===== src/rtl/ball_physics_if.sv =====
// Ball physics port bundle: tilt/tick controls in, kinematic state out.
// The slave modport is the integrator side, the master the frame driver.
interface ball_physics_if #(
  parameter int W = 11
);
  logic         frame_tick;
  logic         respawn;
  logic         freeze;
  logic [W-1:0] sin_x;
  logic [W-1:0] sin_y;
  logic [W-1:0] velocity_x;
  logic [W-1:0] velocity_y;
  logic [W-1:0] position_x;
  logic [W-1:0] position_y;
  logic         busy;
  logic         update_done;
  logic [3:0]   wall_hit;

  modport master (
    output frame_tick, respawn, freeze,
    output sin_x, sin_y,
    input  velocity_x, velocity_y,
    input  position_x, position_y,
    input  busy, update_done, wall_hit
  );

  modport slave (
    input  frame_tick, respawn, freeze,
    input  sin_x, sin_y,
    output velocity_x, velocity_y,
    output position_x, position_y,
    output busy, update_done, wall_hit
  );
endinterface


===== src/rtl/ball_physics.sv =====
// Per-frame ball integrator: X then Y, wall clamp with bounce.
// Optional 1-LSB velocity decay per update under BALL_FRICTION_EN.
module ball_physics #(
  parameter int W         = 11,
  parameter int ACC_SHIFT = 4,
  parameter int VMAX      = 64,
  parameter int X_MIN     = 8,
  parameter int X_MAX     = 632,
  parameter int Y_MIN     = 8,
  parameter int Y_MAX     = 472,
  parameter int X_INIT    = 320,
  parameter int Y_INIT    = 240
) (
  input logic           clk,
  input logic           rst,
  ball_physics_if.slave bus
);

  typedef logic signed [W-1:0] sw_t;
  typedef logic signed [W:0]   sx_t;

  typedef struct packed {
    logic [W-1:0] v;
    logic [W-1:0] p;
    logic         lo;
    logic         hi;
  } axis_t;

  typedef enum logic [1:0] {
    IDLE,
    CALC_X,
    CALC_Y,
    DONE
  } state_t;

  localparam sx_t VMAX_W = sx_t'(VMAX);
  localparam sx_t XMIN_W = sx_t'(X_MIN);
  localparam sx_t XMAX_W = sx_t'(X_MAX);
  localparam sx_t YMIN_W = sx_t'(Y_MIN);
  localparam sx_t YMAX_W = sx_t'(Y_MAX);
  localparam logic [W-1:0] XINI_W = W'(X_INIT);
  localparam logic [W-1:0] YINI_W = W'(Y_INIT);

  // One axis step; position is widened by a bit so a wall overshoot
  // is still seen with the correct sign before clamping.
  function automatic axis_t axis_step(
    input sw_t          v_in,
    input logic [W-1:0] p_in,
    input sw_t          s,
    input sx_t          lo,
    input sx_t          hi
  );
    sw_t   a;
    sw_t   v0;
    sw_t   vs;
    sx_t   sum;
    sx_t   p;
    axis_t r;
    a  = s >>> ACC_SHIFT;
    v0 = v_in;
`ifdef BALL_FRICTION_EN
    if (v0[W-1])
      v0 = v0 + sw_t'(1);
    else if (v0 != '0)
      v0 = v0 - sw_t'(1);
`endif
    sum = sx_t'(v0) + sx_t'(a);
    if (sum > VMAX_W)
      vs = sw_t'(VMAX_W);
    else if (sum < -VMAX_W)
      vs = sw_t'(-VMAX_W);
    else
      vs = sum[W-1:0];
    p    = sx_t'({1'b0, p_in}) + sx_t'(vs);
    r.v  = vs;
    r.p  = p[W-1:0];
    r.lo = 1'b0;
    r.hi = 1'b0;
    if (p < lo) begin
      r.p  = lo[W-1:0];
      r.v  = -vs;
      r.lo = 1'b1;
    end else if (p > hi) begin
      r.p  = hi[W-1:0];
      r.v  = -vs;
      r.hi = 1'b1;
    end
    return r;
  endfunction

  state_t       state_q, state_d;
  sw_t          vx_q, vx_d;
  sw_t          vy_q, vy_d;
  logic [W-1:0] px_q, px_d;
  logic [W-1:0] py_q, py_d;
  sw_t          sx_q, sx_d;
  sw_t          sy_q, sy_d;
  logic [3:0]   wh_q, wh_d;

  axis_t ax;
  axis_t ay;

  always_comb begin
    ax = axis_step(vx_q, px_q, sx_q, XMIN_W, XMAX_W);
    ay = axis_step(vy_q, py_q, sy_q, YMIN_W, YMAX_W);
  end

  always_comb begin
    state_d = state_q;
    vx_d    = vx_q;
    vy_d    = vy_q;
    px_d    = px_q;
    py_d    = py_q;
    sx_d    = sx_q;
    sy_d    = sy_q;
    wh_d    = wh_q;
    unique case (state_q)
      IDLE: begin
        if (bus.frame_tick && !bus.freeze) begin
          state_d = CALC_X;
          sx_d    = bus.sin_x;
          sy_d    = bus.sin_y;
          wh_d    = '0;
        end
      end
      CALC_X: begin
        state_d = CALC_Y;
        vx_d    = ax.v;
        px_d    = ax.p;
        wh_d[1] = ax.lo;
        wh_d[0] = ax.hi;
      end
      CALC_Y: begin
        state_d = DONE;
        vy_d    = ay.v;
        py_d    = ay.p;
        wh_d[3] = ay.lo;
        wh_d[2] = ay.hi;
      end
      DONE: begin
        state_d = IDLE;
      end
      default: begin
        state_d = IDLE;
      end
    endcase
    // Respawn overrides any in-flight update, including a same-cycle tick.
    if (bus.respawn) begin
      state_d = IDLE;
      vx_d    = '0;
      vy_d    = '0;
      px_d    = XINI_W;
      py_d    = YINI_W;
      wh_d    = '0;
    end
  end

  always_ff @(posedge clk or negedge rst) begin
    if (!rst) begin
      state_q <= IDLE;
      vx_q    <= '0;
      vy_q    <= '0;
      px_q    <= XINI_W;
      py_q    <= YINI_W;
      sx_q    <= '0;
      sy_q    <= '0;
      wh_q    <= '0;
    end else begin
      state_q <= state_d;
      vx_q    <= vx_d;
      vy_q    <= vy_d;
      px_q    <= px_d;
      py_q    <= py_d;
      sx_q    <= sx_d;
      sy_q    <= sy_d;
      wh_q    <= wh_d;
    end
  end

  assign bus.velocity_x  = vx_q;
  assign bus.velocity_y  = vy_q;
  assign bus.position_x  = px_q;
  assign bus.position_y  = py_q;
  assign bus.busy        = (state_q != IDLE);
  assign bus.update_done = (state_q == DONE);
  assign bus.wall_hit    = wh_q;

endmodule

===== src/flat_wrapper.sv =====
// flat-port wrapper written by rule: the top's interface ports become plain ports
module ball_physics_flat 
#(
  parameter int W         = 11,
  parameter int ACC_SHIFT = 4,
  parameter int VMAX      = 64,
  parameter int X_MIN     = 8,
  parameter int X_MAX     = 632,
  parameter int Y_MIN     = 8,
  parameter int Y_MAX     = 472,
  parameter int X_INIT    = 320,
  parameter int Y_INIT    = 240
)
  (clk, rst, bus_frame_tick, bus_respawn, bus_freeze, bus_sin_x, bus_sin_y, bus_velocity_x, bus_velocity_y, bus_position_x, bus_position_y, bus_busy, bus_update_done, bus_wall_hit);
  ball_physics_if #(.W(W)) bus_i ();
  input logic clk;
  input logic rst;
  input wire logic [$bits(bus_i.frame_tick)-1:0] bus_frame_tick;
  input wire logic [$bits(bus_i.respawn)-1:0] bus_respawn;
  input wire logic [$bits(bus_i.freeze)-1:0] bus_freeze;
  input wire logic [$bits(bus_i.sin_x)-1:0] bus_sin_x;
  input wire logic [$bits(bus_i.sin_y)-1:0] bus_sin_y;
  output wire logic [$bits(bus_i.velocity_x)-1:0] bus_velocity_x;
  output wire logic [$bits(bus_i.velocity_y)-1:0] bus_velocity_y;
  output wire logic [$bits(bus_i.position_x)-1:0] bus_position_x;
  output wire logic [$bits(bus_i.position_y)-1:0] bus_position_y;
  output wire logic [$bits(bus_i.busy)-1:0] bus_busy;
  output wire logic [$bits(bus_i.update_done)-1:0] bus_update_done;
  output wire logic [$bits(bus_i.wall_hit)-1:0] bus_wall_hit;
  assign bus_i.frame_tick = bus_frame_tick;
  assign bus_i.respawn = bus_respawn;
  assign bus_i.freeze = bus_freeze;
  assign bus_i.sin_x = bus_sin_x;
  assign bus_i.sin_y = bus_sin_y;
  assign bus_velocity_x = bus_i.velocity_x;
  assign bus_velocity_y = bus_i.velocity_y;
  assign bus_position_x = bus_i.position_x;
  assign bus_position_y = bus_i.position_y;
  assign bus_busy = bus_i.busy;
  assign bus_update_done = bus_i.update_done;
  assign bus_wall_hit = bus_i.wall_hit;
  ball_physics #(.W(W), .ACC_SHIFT(ACC_SHIFT), .VMAX(VMAX), .X_MIN(X_MIN), .X_MAX(X_MAX), .Y_MIN(Y_MIN), .Y_MAX(Y_MAX), .X_INIT(X_INIT), .Y_INIT(Y_INIT)) u_core (.clk(clk), .rst(rst), .bus(bus_i));
endmodule

===== config.mk =====
export PLATFORM = sky130hd
export DESIGN_NAME = ball_physics_flat
export DESIGN_NICKNAME = d
export VERILOG_FILES = /design/src/rtl/ball_physics_if.sv /design/src/rtl/ball_physics.sv /design/src/flat_wrapper.sv
export SDC_FILE = /design/constraint.sdc
export NUM_CORES = 1
export LEC_CHECK = 0
export BUFFER_PORTS_ARGS = -buffer_cell sky130_fd_sc_hd__buf_2
export CORE_MARGIN = 2
export CORE_UTILIZATION = 24
export CTS_BUF_LIST = sky130_fd_sc_hd__clkbuf_4 sky130_fd_sc_hd__clkbuf_8
export DETAILED_ROUTE_END_ITERATION = 8
export GPL_ROUTABILITY_DRIVEN = 0
export GPL_TIMING_DRIVEN = 0
export PLACE_DENSITY = 0.49
export SLEW_MARGIN = 30
export SYNTH_ARGS = -nofsm -noshare
export SYNTH_HDL_FRONTEND = slang
export SYNTH_SLANG_ARGS = --single-unit

===== constraint.sdc =====
create_clock -name clk -period 5.99 [get_ports clk]
set_clock_uncertainty 0.1 [all_clocks]
set_input_delay 0.599 -clock clk [delete_from_list [all_inputs] [get_ports clk]]
set_output_delay 0.599 -clock clk [all_outputs]
set_load 0.01 [all_outputs]

==> impl_metrics.ini <==
[run_status]
status = finished, final reports clean

[sta]
setup-tns-final_ns = 0
max_freq_mhz = 170
slew_viol_final = 0
report.final.hold_viol_count = 0
setup_viol = 0
min_period_over_period_pct = 98.4
hold-worst-slack_ns = 0.0335
rsz0062_at_grt = true
slew_headroom_pct = 38.9
tightest_slew_ns = 0.907
min_period_ns = 5.90

[drt]
drt_iter0_markers = 399
drc = 0
wl_per_cell_um = 17.4
totalWireLength_um = 20300
via_per_inst = 5.17
antenna_left = 0
drt_first_pass_iters = 5
vias = 6017

[global_route]
grt-ovfl-total = 0
grt_use_total_pct = 15.0
grt_pass1_vias = 5639
grt_antenna_before_repair = 0
grt_first_pass_wirelength_um = 31500
grt_max_degree = 39

[synthesis]
synth-edff-count = 0
yosysTopAreaCell = dfrtp_1
ys_warn_count = 0
synthCells = 724
synthArstFlopShare_pct = 100
ys_seq_elements = 64
avgSynthCellArea_sq_um = 8.45
synth_flop_cell = dfrtp_1
yosysSeqAreaShare_pct = 26.3
netlist_area_sq_um = 6120
synth_nets = 804
synth_commonest_cells = 58 x dfrtp_1, 57 x nand2_1, 57 x nor2_1
synth_top_area_share_pct = 23.7
synthDistinctLibCells = 81
synth_most_common_cell = dfrtp_1
synth_area_leaders = dfrtp_1 24%, ha_1 10%, a21oi_1 3.9%

[worst_setup_path]
worstRegToRegCells = 24
crit_slowest_cell = or4_4
cp_max_fo = 8
worst-endpoint-required_ns = 6.16
r2r_start = u_core.bus.velocity_x[1]
crit_chain = ha_1 -> a21o_1 -> nand4_1 -> and3_4 -> o211ai_1 -> o211ai_1 -> or4_4 -> nand2_4 -> and2_4 -> ha_4 -> a21o_1 -> a21oi_2 -> o21ai_2 -> nand2_1 -> nand2b_1 -> a21oi_2 -> mux2_4 -> a311oi_2 -> or2_4 -> or4b_4 -> a22oi_4 -> buf_12 -> o21ai_2 -> a311oi_1
crit_type = flop to flop
crit_family = simple AND/OR/NAND/NOR gates
worstReg2RegEnd = u_core.bus.velocity_x[5]
worstPathArrival_ns = 6.07
crit_buf_inv = 1
critPathLaunchType = flop
end_kind = flop
reg2reg_slack_ns = 0.09
slowest_delay_ns = 0.63

[cts]
htreeDepth = 3
cts_sinks = 64
cts_max_path_buffers = 2
clk_pin_slew_ns = 0.08
cts_hold_buffers = 0
cts_tree = yes
cts_buffers = 9
clkLatencyLatePin_ns = 0.38
root_buffer = clkbuf_8

[placed_design]
dpl.hpwl_um = 15200
io_buffers = 68
place_area_sq_um = 6900

[flow_run]
maxCapViolCount = 0

[die]
placementRows = 58
die_w_um = 164
die_h_um = 164
core_area_sq_um = 25100
initial_core_util_pct = 24.4
dieArea_sq_um = 26800
io_pins = 77

[cells_and_area]
drive_gt1_share_pct = 28.3
diodes = 0
fin_nets = 908
syn_to_final_growth_pct = 27.2
design_area_sq_um = 7780

[worst_hold_path]
hp-class = primary input to async pin
final cells by class:
type                       instances  area (sq um)
buffer                            26           118
clock inverter                     3          40.0
fill                            2720         17300
clock buffer                      13           166
tap                              330           413
inverter                          27           104
timing repair buffer             102           636
sequential                        64          1610
multi-input combinational        598          4700
layout by cell type, fill, tap and decap left out, types with 24 or more instances in the layout:
cell / count
buf_4: 32
ha_1: 41
nand2_1: 53
a21oi_1: 37
inv_1: 24
o21ai_0: 24
buf_2: 71
dfrtp_1: 57
nor2_1: 57
nand3_1: 24
cells by family (layout without fill, tap and decap cells):
group | count (synthesis) | after routing | share of synthesized area (%)
AND/OR/NAND/NOR | 254 | 254 | 21.5
AO/OA/AOI/OAI | 236 | 236 | 28.3
flip-flops | 64 | 64 | 26.3
buffers and inverters | 62 | 171 | 4.11
adder cells (fa/ha/maj) | 53 | 53 | 11.1
XOR/XNOR | 30 | 30 | 4.29
multiplexers | 25 | 25 | 4.42
per-stage QoR:
step	cells	setup slack, ns	utilization, %
after floorplan	724	0.0608	-
after global placement	1122	-1.14	27.4
after detailed placement	1123	-1.03	27.5
after CTS	1146	0.00134	29.3
after global routing	1163	-0.100	31.0
final	1163	0.0930	31.0
metal layers:
| metal | track usage, % | part of all wire [%] | up-vias |
|---|---|---|---|
| met1 | 21.5 | 50 | 2893 |
| met4 | 5.90 | 2.3 | 0 |
| met5 | 0 | 0 | - |
| met2 | 22.5 | 43 | 139 |
| li1 | - | - | 2959 |
| met3 | 2.31 | 4.4 | 26 |
worst register-to-register path, cell delays in order, from the launching register on:
cell	delay, ns
dfrtp_1	0.45
ha_1	0.31
a21o_1	0.12
nand4_1	0.12
and3_4	0.22
o211ai_1	0.34
o211ai_1	0.27
or4_4	0.63
nand2_4	0.09
and2_4	0.18
ha_4	0.23
a21o_1	0.20
a21oi_2	0.20
o21ai_2	0.09
nand2_1	0.10
nand2b_1	0.10
a21oi_2	0.24
mux2_4	0.20
a311oi_2	0.05
or2_4	0.27
or4b_4	0.57
a22oi_4	0.24
buf_12	0.15
o21ai_2	0.05
a311oi_1	0.25
repair_timing:
item | CTS | global route
setup buffers | 13 | 20
resized for setup | 44 | 63
hold endpoints to repair | 0 | 0
pin swaps | 14 | 36
setup endpoints to repair | 43 | 43
registers in the layout (all words and copies together) (netlist names):
| signal | cells |
|---|---|
| u_core.sy_q | 7 |
| u_core.state_q | 2 |
| u_core.bus.wall_hit | 4 |
| u_core.bus.velocity_x | 11 |
| u_core.sx_q | 7 |
| u_core.bus.position_y | 11 |
| u_core.bus.velocity_y | 11 |
| u_core.bus.position_x | 11 |
how the worst max path moves through the flow:
stage	cells past startpoint	from	to	slack, ns
floorplan	27	u_core.bus.velocity_y[0]	u_core.bus.velocity_y[10]	0.06
global placement	27	u_core.bus.velocity_y[0]	u_core.bus.velocity_y[10]	-1.14
detailed placement	27	u_core.bus.velocity_y[0]	u_core.bus.velocity_y[8]	-1.03
global route	26	u_core.bus.velocity_x[0]	u_core.bus.velocity_x[5]	-0.10
finish	24	u_core.bus.velocity_x[1]	u_core.bus.velocity_x[5]	0.09
CTS	22	u_core.bus.velocity_y[0]	u_core.bus.velocity_y[8]	0.001
Power is not shown: default switching activity piles up to over one toggle a cycle in this logic, so the estimate is an artifact.
